File: config.mk
export PLATFORM = sky130hd
export DESIGN_NAME = clk_period_meter
export DESIGN_NICKNAME = d
export VERILOG_FILES = /design/src/rtl/clk_period_meter.sv
export SDC_FILE = /design/constraint.sdc
export NUM_CORES = 1
export LEC_CHECK = 0
export BUFFER_PORTS_ARGS = -buffer_cell sky130_fd_sc_hd__buf_2
export CAP_MARGIN = 20
export CORE_UTILIZATION = 60
export DETAILED_ROUTE_END_ITERATION = 12
export PLACE_DENSITY = 0.82
export SYNTH_ARGS = -nofsm -noshare
export SYNTH_HDL_FRONTEND = slang
export SYNTH_SLANG_ARGS = --single-unit
File: constraint.sdc
create_clock -name clkIn -period 3.1 [get_ports clkIn]
set_input_delay 0.155 -clock clkIn [delete_from_list [all_inputs] [get_ports clkIn]]
set_output_delay 0.155 -clock clkIn [all_outputs]
set_load 0.01 [all_outputs]
File: src/rtl/clk_period_meter.sv
// clk_period_meter: measures the period of a slow asynchronous input in clkIn cycles
// and reports each result over a valid/ack handshake. Define PERIOD_METER_HIGHTIME_EN
// to also report the high-phase length of each period on highTime.
module clk_period_meter #(
  parameter int CNT_W   = 26,
  parameter int TIMEOUT = 50000000
) (
  input  logic             clkIn,
  input  logic             resetN,
  input  logic             sigIn,
  input  logic             enable,
  output logic [CNT_W-1:0] period,
  output logic             periodValid,
  input  logic             periodAck,
  output logic             overrun,
  output logic             timeout
`ifdef PERIOD_METER_HIGHTIME_EN
  ,
  output logic [CNT_W-1:0] highTime
`endif
);

  typedef enum logic [1:0] {
    ST_IDLE,
    ST_ARM,
    ST_MEASURE
  } state_t;

  localparam logic [CNT_W-1:0] CNT_ONE     = CNT_W'(1);
  localparam logic [CNT_W-1:0] CNT_TIMEOUT = CNT_W'(TIMEOUT);

  logic             sync1_q, sync1_d;
  logic             sync2_q, sync2_d;
  logic             prev_q, prev_d;
  state_t           state_q, state_d;
  logic [CNT_W-1:0] cnt_q, cnt_d;
  logic [CNT_W-1:0] period_q, period_d;
  logic             valid_q, valid_d;
  logic             overrun_q, overrun_d;
  logic             timeout_q, timeout_d;
`ifdef PERIOD_METER_HIGHTIME_EN
  logic [CNT_W-1:0] hi_cnt_q, hi_cnt_d;
  logic [CNT_W-1:0] high_time_q, high_time_d;
  logic             fall;
`endif

  logic rise;
  logic new_result;
  logic ack_accept;

  always_comb begin
    sync1_d    = sigIn;
    sync2_d    = sync1_q;
    prev_d     = sync2_q;
    rise       = sync2_q & ~prev_q;
    ack_accept = periodAck & valid_q;

    state_d    = state_q;
    cnt_d      = cnt_q;
    timeout_d  = timeout_q;
    new_result = 1'b0;

    // Disabling wins over everything: results in flight are dropped, not reported.
    if (!enable) begin
      state_d   = ST_IDLE;
      cnt_d     = '0;
      timeout_d = 1'b0;
    end else begin
      case (state_q)
        ST_IDLE: begin
          cnt_d   = '0;
          state_d = ST_ARM;
        end
        ST_ARM: begin
          cnt_d = '0;
          if (rise) begin
            cnt_d   = CNT_ONE;
            state_d = ST_MEASURE;
          end
        end
        ST_MEASURE: begin
          if (rise) begin
            new_result = 1'b1;
            cnt_d      = CNT_ONE;
            timeout_d  = 1'b0;
          end else if (cnt_q == CNT_TIMEOUT) begin
            timeout_d = 1'b1;
            cnt_d     = '0;
            state_d   = ST_ARM;
          end else begin
            cnt_d = cnt_q + CNT_ONE;
          end
        end
        default: begin
          state_d = ST_IDLE;
          cnt_d   = '0;
        end
      endcase
    end
  end

  always_comb begin
    period_d  = new_result ? cnt_q : period_q;
    valid_d   = valid_q;
    overrun_d = overrun_q;
    if (new_result) begin
      valid_d = 1'b1;
      // An ack landing with the new result consumed the old one: no loss to flag.
      if (valid_q && !periodAck) begin
        overrun_d = 1'b1;
      end
    end else if (ack_accept) begin
      valid_d   = 1'b0;
      overrun_d = 1'b0;
    end
  end

`ifdef PERIOD_METER_HIGHTIME_EN
  always_comb begin
    fall        = ~sync2_q & prev_q;
    hi_cnt_d    = hi_cnt_q;
    high_time_d = new_result ? hi_cnt_q : high_time_q;
    if (enable && (state_q == ST_MEASURE) && fall) begin
      hi_cnt_d = cnt_q;
    end
  end
`endif

  always_ff @(posedge clkIn or negedge resetN) begin
    if (!resetN) begin
      sync1_q     <= 1'b0;
      sync2_q     <= 1'b0;
      prev_q      <= 1'b0;
      state_q     <= ST_IDLE;
      cnt_q       <= '0;
      period_q    <= '0;
      valid_q     <= 1'b0;
      overrun_q   <= 1'b0;
      timeout_q   <= 1'b0;
`ifdef PERIOD_METER_HIGHTIME_EN
      hi_cnt_q    <= '0;
      high_time_q <= '0;
`endif
    end else begin
      sync1_q     <= sync1_d;
      sync2_q     <= sync2_d;
      prev_q      <= prev_d;
      state_q     <= state_d;
      cnt_q       <= cnt_d;
      period_q    <= period_d;
      valid_q     <= valid_d;
      overrun_q   <= overrun_d;
      timeout_q   <= timeout_d;
`ifdef PERIOD_METER_HIGHTIME_EN
      hi_cnt_q    <= hi_cnt_d;
      high_time_q <= high_time_d;
`endif
    end
  end

  assign period      = period_q;
  assign periodValid = valid_q;
  assign overrun     = overrun_q;
  assign timeout     = timeout_q;
`ifdef PERIOD_METER_HIGHTIME_EN
  assign highTime    = high_time_q;
`endif

endmodule

======== Word-level counts from Yosys, hierarchy flattened ========
Cells that the tools add are included.
word-level totals
  bits in registers ....................... 60
  output and inout bits ................... 29
  logic and storage cells ................. 50
cells by class
  add/subtract/negate cells ............... 1
  equality and inequality tests ........... 9
  muxes and demuxes ....................... 21
  bitwise logic cells ..................... 3
  reductions and logical operators ........ 7
operators with widths
  kind                   count
  $mux 26                3
  $pmux 26 s2            1
  $add 26x1->26 const B  1
  $eq 26x26->1 const B   1
  $mux 1                 12
  $ne 3x3->1 const B     3
  $mux 2                 4
  $pmux 2 s3             1
  $ne 2x1->1 const B     2
  $reduce_and 2->1       2
  $ne 3x1->1 const B     1
  $reduce_and 3->1       1
  $and 1x1->1            2
  $eq 2x1->1 const B     1
  $eq 2x2->1 const B     1
  $logic_not 2->1        1
  $reduce_bool 2->1      1
  $logic_and 1x1->1      1
  $logic_not 1->1        1
  $not 1->1              1

======== Depth between registers and ports, before layout ========
Gate-level depths: netlist of the first run.
  depth in word-level cells ............... 7
  depth in mapped cells ................... 7
  mapped depth without buffers ............ 6

======== Least setup slack after synthesis of the first run ========
Ideal clock, no wire load.
  path kind ............................... flip-flop to flip-flop
  start ................................... reg cnt_q[0]
  end ..................................... reg cnt_q[20]
  library setup time ...................... 0.073 ns
  arrival time ............................ 1.881 ns
  required time ........................... 3.027 ns
  setup slack ............................. 1.146 ns
  cell stages (with the launch flop) ...... 6
  buffers on the path ..................... 0
  cell sequence ........................... dfrtp_1 -> ha_1 -> nand2_1 -> or4_4 -> or4_4 -> a21oi_2
between the ends
  cells in the longest elaborated chain, start to end .. 5
  elaborated cells on any way between the ends .. 6
ends and longest elaborated chain
  what                                           RTL line  source
  from (decl)                                    36        logic [CNT_W-1:0] cnt_q, cnt_d;
  from (signal assigned)                         149       cnt_q <= cnt_d;
  $add 26x1->26 or $eq 26x26->1 (tied branches)  91, 86
  $mux 26 (*)                                    86        end else if (cnt_q == CNT_TIMEOUT) begin
  $mux 26 (*)                                    82        if (rise) begin
  $pmux 26 s2 (*)                                69        case (state_q)
  $mux 26 (*)                                    64        if (!enable) begin
  via cnt_d[20]                                  36
Mark *: on every way through the listed nets, which the timed path passes. The rest lies on a longest branch.
A chain may end at the register's enable or synchronous reset.

======== Final worst setup path of the first run ========
  start ................................... reg cnt_q[0]
  end ..................................... reg cnt_q[22]
Same word-level chain as after synthesis.

==> results of run 1 <==
-- registers in the layout (all words and copies together) (netlist names) --
| signal | count |
|---|---|
| state_q | 2 |
| timeout | 1 |
| prev_d | 1 |
| periodValid | 1 |
| period | 26 |
| prev_q | 1 |
| cnt_q | 26 |
| overrun | 1 |
| sync1_q | 1 |
-- final cells by class --
cell class                      count  area, µm²  share of cell area (%)
Inverter                            9       33.8                    1.02
Tap cell                           52       65.1                    1.96
Timing Repair Buffer               39        215                    6.47
Sequential cell                    60       1500                    45.2
Clock buffer                       12        165                    4.97
Multi-Input combinational cell    180       1270                    38.3
Clock inverter                      4       70.1                    2.11
-- where the power goes --
group	internal (mW)	total, mW	switching [mW]
combinational	0.0285	0.0777	0.0492
sequential	0.791	0.799	0.00749
clock	0.515	0.810	0.295
total	1.34	1.69	0.352
-- cells in the final DEF, fill, tap and decap left out, types with 3 or more instances in the layout --
| master | n |
|---|---|
| ha_1 | 6 |
| buf_4 | 4 |
| nand4_1 | 9 |
| and3_1 | 4 |
| nor3_1 | 6 |
| dfrtp_1 | 60 |
| and4_1 | 3 |
| xor2_1 | 5 |
| buf_2 | 33 |
| o31ai_1 | 7 |
| or4_1 | 9 |
| nand3_1 | 11 |
| nor2_1 | 14 |
| mux2_2 | 23 |
| or4_4 | 3 |
| o21ai_0 | 15 |
| or3_1 | 5 |
| nand2_1 | 16 |
| xnor2_1 | 6 |
| clkbuf_8 | 12 |
| inv_1 | 9 |
| a21oi_1 | 12 |
-- cells by family after synthesis --
kind of cell / synth area share, %
simple gates: 18.5
flops: 52.4
compound gates: 10.2
mux: 9.74
buf+inv: 3.14
xor+xnor: 3.36
fa+ha+maj: 2.62
-- worst max path at each step --
stage	startpoint	to	slack, ps	depth (start not counted)
floorplan	cnt_q[0]	cnt_q[20]	1150	5
finish	cnt_q[0]	cnt_q[22]	930	5
global placement	cnt_q[0]	cnt_q[20]	1020	5
detailed placement	cnt_q[0]	cnt_q[22]	940	5
CTS	cnt_q[0]	cnt_q[22]	940	5
global route	cnt_q[0]	cnt_q[22]	830	5
-- worst max-delay path: stages, from the launching register on --
cell     delay (ps)
dfrtp_1         430
ha_1            230
nand2_1         110
or4_4           620
or4_4           540
a21oi_2         150
-- metrics by stage --
step,instance area (µm²),hold WS (ps)
final,3320,20.8
after CTS,3320,13.8
after global placement,3070,263
after detailed placement,3070,266
after floorplan,2870,-141
after global routing,3320,14.5
-- metal layers --
layer / vias to the layer above / global-route usage [%] / wire length [µm]
met3: 19 / 5.84 / 221
li1: 1047 / - / -
met2: 65 / 41.7 / 2840
met4: 0 / 13.8 / 157
met5: - / 0 / 0
met1: 1059 / 32.5 / 2570
==> impl_metrics.yaml, run 1 <==
floorplan:
  core_area_mm2: 0.00447
  rows: 24
  die-area_mm2: 0.00506
  die_w_um: 71.1
  initial_utilization_pct: 64.0
  die_h_um: 71.1
  num_io_pins: 34
synth:
  synth.top_cells.by_area: "dfrtp_1, mux2_2, ha_1"
  yosysWarnings: 0
  seq_area_frac_synth_pct: 52.4
  synth_area_per_cell_um2: 11.0
  synth_top_area_share_pct: 52.4
  synth.largest_area_cell: "dfrtp_1"
  synth_common_cells: "dfrtp_1, mux2_2, nand2_1"
  async_reset_ff_share_pct: 100
  ys_seq_elements: 60
  syn_area_mm2: 0.00287
  dominantRegCellSynth: "dfrtp_1"
  synth_edf_count: 0
  synth_most_common_cell: "dfrtp_1"
  yosysUniqueCellTypes: 42
  synth_fp_nets: 272
  synth_cells: 261
setup_path:
  crit_required_ps: 3370
  worst-r2r-setup-slack_ps: 930
  cp-end-kind: "register"
  startpoint_type: "register"
  r2r-start: "cnt_q[0]"
  reg2reg_to: "cnt_q[22]"
  rr_worst_depth: 5
  crit_path_max_fanout: 13
  cp_data_arrival_time_ps: 2440
  crit_type: "register to register"
drt:
  wire_per_inst_um: 16.3
  firstDrtPassIters: 6
  drc: 0
  detail-route-antenna-nets: 0
  routed_wl_um: 5790
  num_vias: 2190
  drt_iter0_markers: 134
  via_per_inst: 6.15
finish:
  drive_gt1_share_pct: 27.3
  nNetsFinal: 310
  area_growth_pct: 16.0
  fill_cells: 315
  post-route-util_pct: 74.3
  diodes: 0
  final-instance-count-excl-fill: 356
clocking:
  ctsHoldBuffers: 2
  cts.sink_count: 60
  cts.htree.levels: 3
  cts_tree: "yes"
  post-cts-setup-buffers: 0
  ctsResizeCount: 0
  cts_root_buffer: "clkbuf_8"
  clockBufferDepth: 2
  cts_buffers: 9
  clock_latency_ps: 340
  path_clk_slew_ps: 70
timing:
  max_slew_margin_pct: 40.8
  hold_viol_final: 0
  clock_skew_ps: 8.46
  period_share_pct: 69.9
  setup_violations: 0
  final.setup.tns_ps: 0
  timing.final.max_slew_violations: 0
  layout_min_cycle_time_ps: 2170
  fin_ws_ps: 932
  tightestPinTransition_ps: 888
  rsz0062_at_grt: "false"
  clock.fmax_mhz: 461
placed_design:
  dp.cells: 338
  dp_hpwl_um: 3850
  place_ws_ps: 943
  gp_congestion: 0.824
  port_buffers: 33
min_path:
  min_to: "overrun"
  min_from: "periodAck"
  holdPathStages: 2
  holdCritPathClass: "input pin to register"
global_route:
  grt_pass1_wl_um: 9710
  first_global_vias: 2084
  grt_antenna_before_repair: 0
  grt_max_degree: 41
  grt-ovfl-total: 0
  grtUsageTotal_pct: 25.8
flow_run:
  maxCapViolations: 0
power:
  peakVddDrop_mv: 0.483
  leakagePower_nw: 1.52
  power.density_mw_per_mm2: 507
  p_total_mw: 1.69
outcome:
  status: "finished clean"
(Power assumes the default switching activity.)
==> inputs of run 2 (changes only) <==
--- a/config.mk
+++ b/config.mk
@@ -7,9 +7,9 @@
 export LEC_CHECK = 0
 export BUFFER_PORTS_ARGS = -buffer_cell sky130_fd_sc_hd__buf_2
 export CAP_MARGIN = 20
-export CORE_UTILIZATION = 60
+export CORE_UTILIZATION = 52
 export DETAILED_ROUTE_END_ITERATION = 12
-export PLACE_DENSITY = 0.82
+export PLACE_DENSITY = 0.75
 export SYNTH_ARGS = -nofsm -noshare
 export SYNTH_HDL_FRONTEND = slang
 export SYNTH_SLANG_ARGS = --single-unit
==> constraint.sdc (replaced) <==
create_clock -name clkIn -period 1.7 [get_ports clkIn]
set_input_delay 0.085 -clock clkIn [delete_from_list [all_inputs] [get_ports clkIn]]
set_output_delay 0.085 -clock clkIn [all_outputs]
set_load 0.01 [all_outputs]
==> run 2 against run 1 <==
  * The flow now finishes with violations (negative setup slack)
  * Design area rose by 19%
  * Setup slack got worse by 1100 ps
  * Critical path depth shrank 1
  * Count of clock-buffer cells in the layout up 1
  * Non-clock buffer count up 66
  * Flip-flop and latch count unchanged
  * Critical path type unchanged
  * Routed wire length grew 28%
  * Via count grew 16%
==> impl_metrics.yaml, run 2 (synthesized netlist as in run 1, its figures left out) <==
outcome:
  status: "finished with violations"
  failed_checks: "negative setup slack"
timing:
  max_slew_margin_pct: 63.5
  timing.final.max_slew_violations: 0
  setup_violations: 28
  fin_ws_ps: -151
  layout_min_cycle_time_ps: 1850
  rsz0062_at_grt: "true"
  hold_viol_final: 0
  tightestPinTransition_ps: 547
  final.setup.tns_ps: -1910
  period_share_pct: 109
  clock.fmax_mhz: 540
  clock_skew_ps: 5.22
power:
  leakagePower_nw: 1.85
  p_total_mw: 2.75
  swShare_pct: 23.3
  p_seq_share_pct: 53.1
  power_switching_uw: 642
  internal_power_mw: 2.11
  peakVddDrop_mv: 0.603
  p_comb_share_pct: 6.7
  clkPwrFrac_pct: 40.3
  power.density_mw_per_mm2: 694
drt:
  via_per_inst: 5.76
  routed_wl_um: 7410
  wire_per_inst_um: 16.9
  detail-route-antenna-nets: 0
  drt_iter0_markers: 164
  num_vias: 2530
  drc: 0
  firstDrtPassIters: 4
global_route:
  first_global_vias: 2407
  grt_pass1_wl_um: 11300
  grtUsageTotal_pct: 25.3
  grt-ovfl-total: 0
  grt_max_degree: 39
  grt_antenna_before_repair: 0
floorplan:
  initial_utilization_pct: 55.0
  num_io_pins: 34
  die_h_um: 76.2
  die_w_um: 76.2
  core_area_mm2: 0.00520
  die-area_mm2: 0.00581
  rows: 26
finish:
  nNetsFinal: 376
  finalInstanceArea_mm2: 0.00397
  drive_gt1_share_pct: 47.2
  area_growth_pct: 38.5
  layout_commonest_cell: "buf_4"
  diodes: 0
  final-instance-count-excl-fill: 439
  final_cell_mix: "buf_4, dfrtp_1, buf_2"
clocking:
  cts_root_buffer: "clkbuf_8"
  cts.sink_count: 60
  path_clk_slew_ps: 60
  cts_tree: "yes"
  cts_buffers: 9
  clock_latency_ps: 340
  clockBufferDepth: 2
  cts.htree.levels: 3
min_path:
  min_from: "enable"
  min_to: "state_q[1]"
  holdCritPathClass: "input pin to register"
  holdPathStages: 2
placed_design:
  place_ws_ps: -164
  port_buffers: 33
  dp.cells: 407
  gp_congestion: 0.906
  postPlaceCellArea_mm2: 0.00350
  dp_hpwl_um: 4790
setup_path:
  r2r-start: "cnt_q[2]"
  crit_required_ps: 1960
  crit_type: "register to register"
  rr_worst_depth: 4
  cp-end-kind: "register"
  reg2reg_to: "cnt_q[24]"
  crit_path_max_fanout: 6
  cp_data_arrival_time_ps: 2110
  startpoint_type: "register"
  worst-r2r-setup-slack_ps: -150
flow_run:
  maxCapViolations: 0
-- run 2: changes by cell type in the layout (fill, tap and decap cells not counted), sizes merged --
cell | before | now
buf | 37 | 102
bufinv | 2 | 0
clkbuf | 12 | 13
dlygate4sd3 | 2 | 3
-- run 2: worst max-delay path by stage --
stage / startpoint / endpoint / cells after the start
after floorplan: cnt_q[3] / cnt_q[24] / 4
after global placement: cnt_q[1] / cnt_q[24] / 5
after detailed placement: cnt_q[1] / cnt_q[16] / 6
after CTS: cnt_q[1] / cnt_q[25] / 4
after global routing: cnt_q[2] / cnt_q[14] / 5
final: cnt_q[2] / cnt_q[24] / 4
-- run 2: layer usage --
| layer | share of wire, % | up-vias | wire length (µm) | track usage, % |
|---|---|---|---|---|
| met5 | 0 | - | 0 | 0 |
| met4 | 2.2 | 0 | 165 | 12.9 |
| met3 | 5.9 | 17 | 436 | 4.79 |
| met2 | 51 | 101 | 3810 | 42.2 |
| met1 | 40 | 1246 | 2990 | 31.5 |
| li1 | - | 1166 | - | - |
-- run 2: critical path, stage by stage, from the launching register on --
cell	delay [ps]
dfrtp_1	410
nand3_2	130
or4_4	600
or4_1	510
a21oi_1	140
-- run 2: cell type report --
type / instances / area [µm²]
Clock buffer: 13 / 159
Clock inverter: 2 / 10.0
Fill cell: 339 / 1240
Inverter: 9 / 33.8
Multi-Input combinational cell: 180 / 1410
Sequential cell: 60 / 1510
Tap cell: 70 / 87.6
Timing Repair Buffer: 105 / 759
-- run 2: what timing repair did --
item	in CTS	in global routing
hold endpoints to repair	25	0
hold buffers	3	0
buffers inserted	5	8
pin swaps	9	5
cloned	1	0
endpoints found under the setup margin	28	30
gates resized for setup	21	20
-- run 2: power by group through the flow --
stage	logic, mW	clock network, mW	registers (mW)
2_1_floorplan	0.0823	0	1.48
3_3_place_gp	0.146	0	1.48
3_5_place_dp	0.155	0	1.48
4_1_cts	0.171	1.12	1.46
5_1_grt	0.206	1.21	1.46
6_report	0.184	1.11	1.46
-- run 2: stage by stage --
stage | util [%] | hold WS (ps)
floorplan | - | -211
global placement | 67.2 | 94.7
detailed placement | 67.2 | 102
CTS | 73.6 | 39.2
global route | 76.3 | 41.2
finish | 76.3 | 46.5
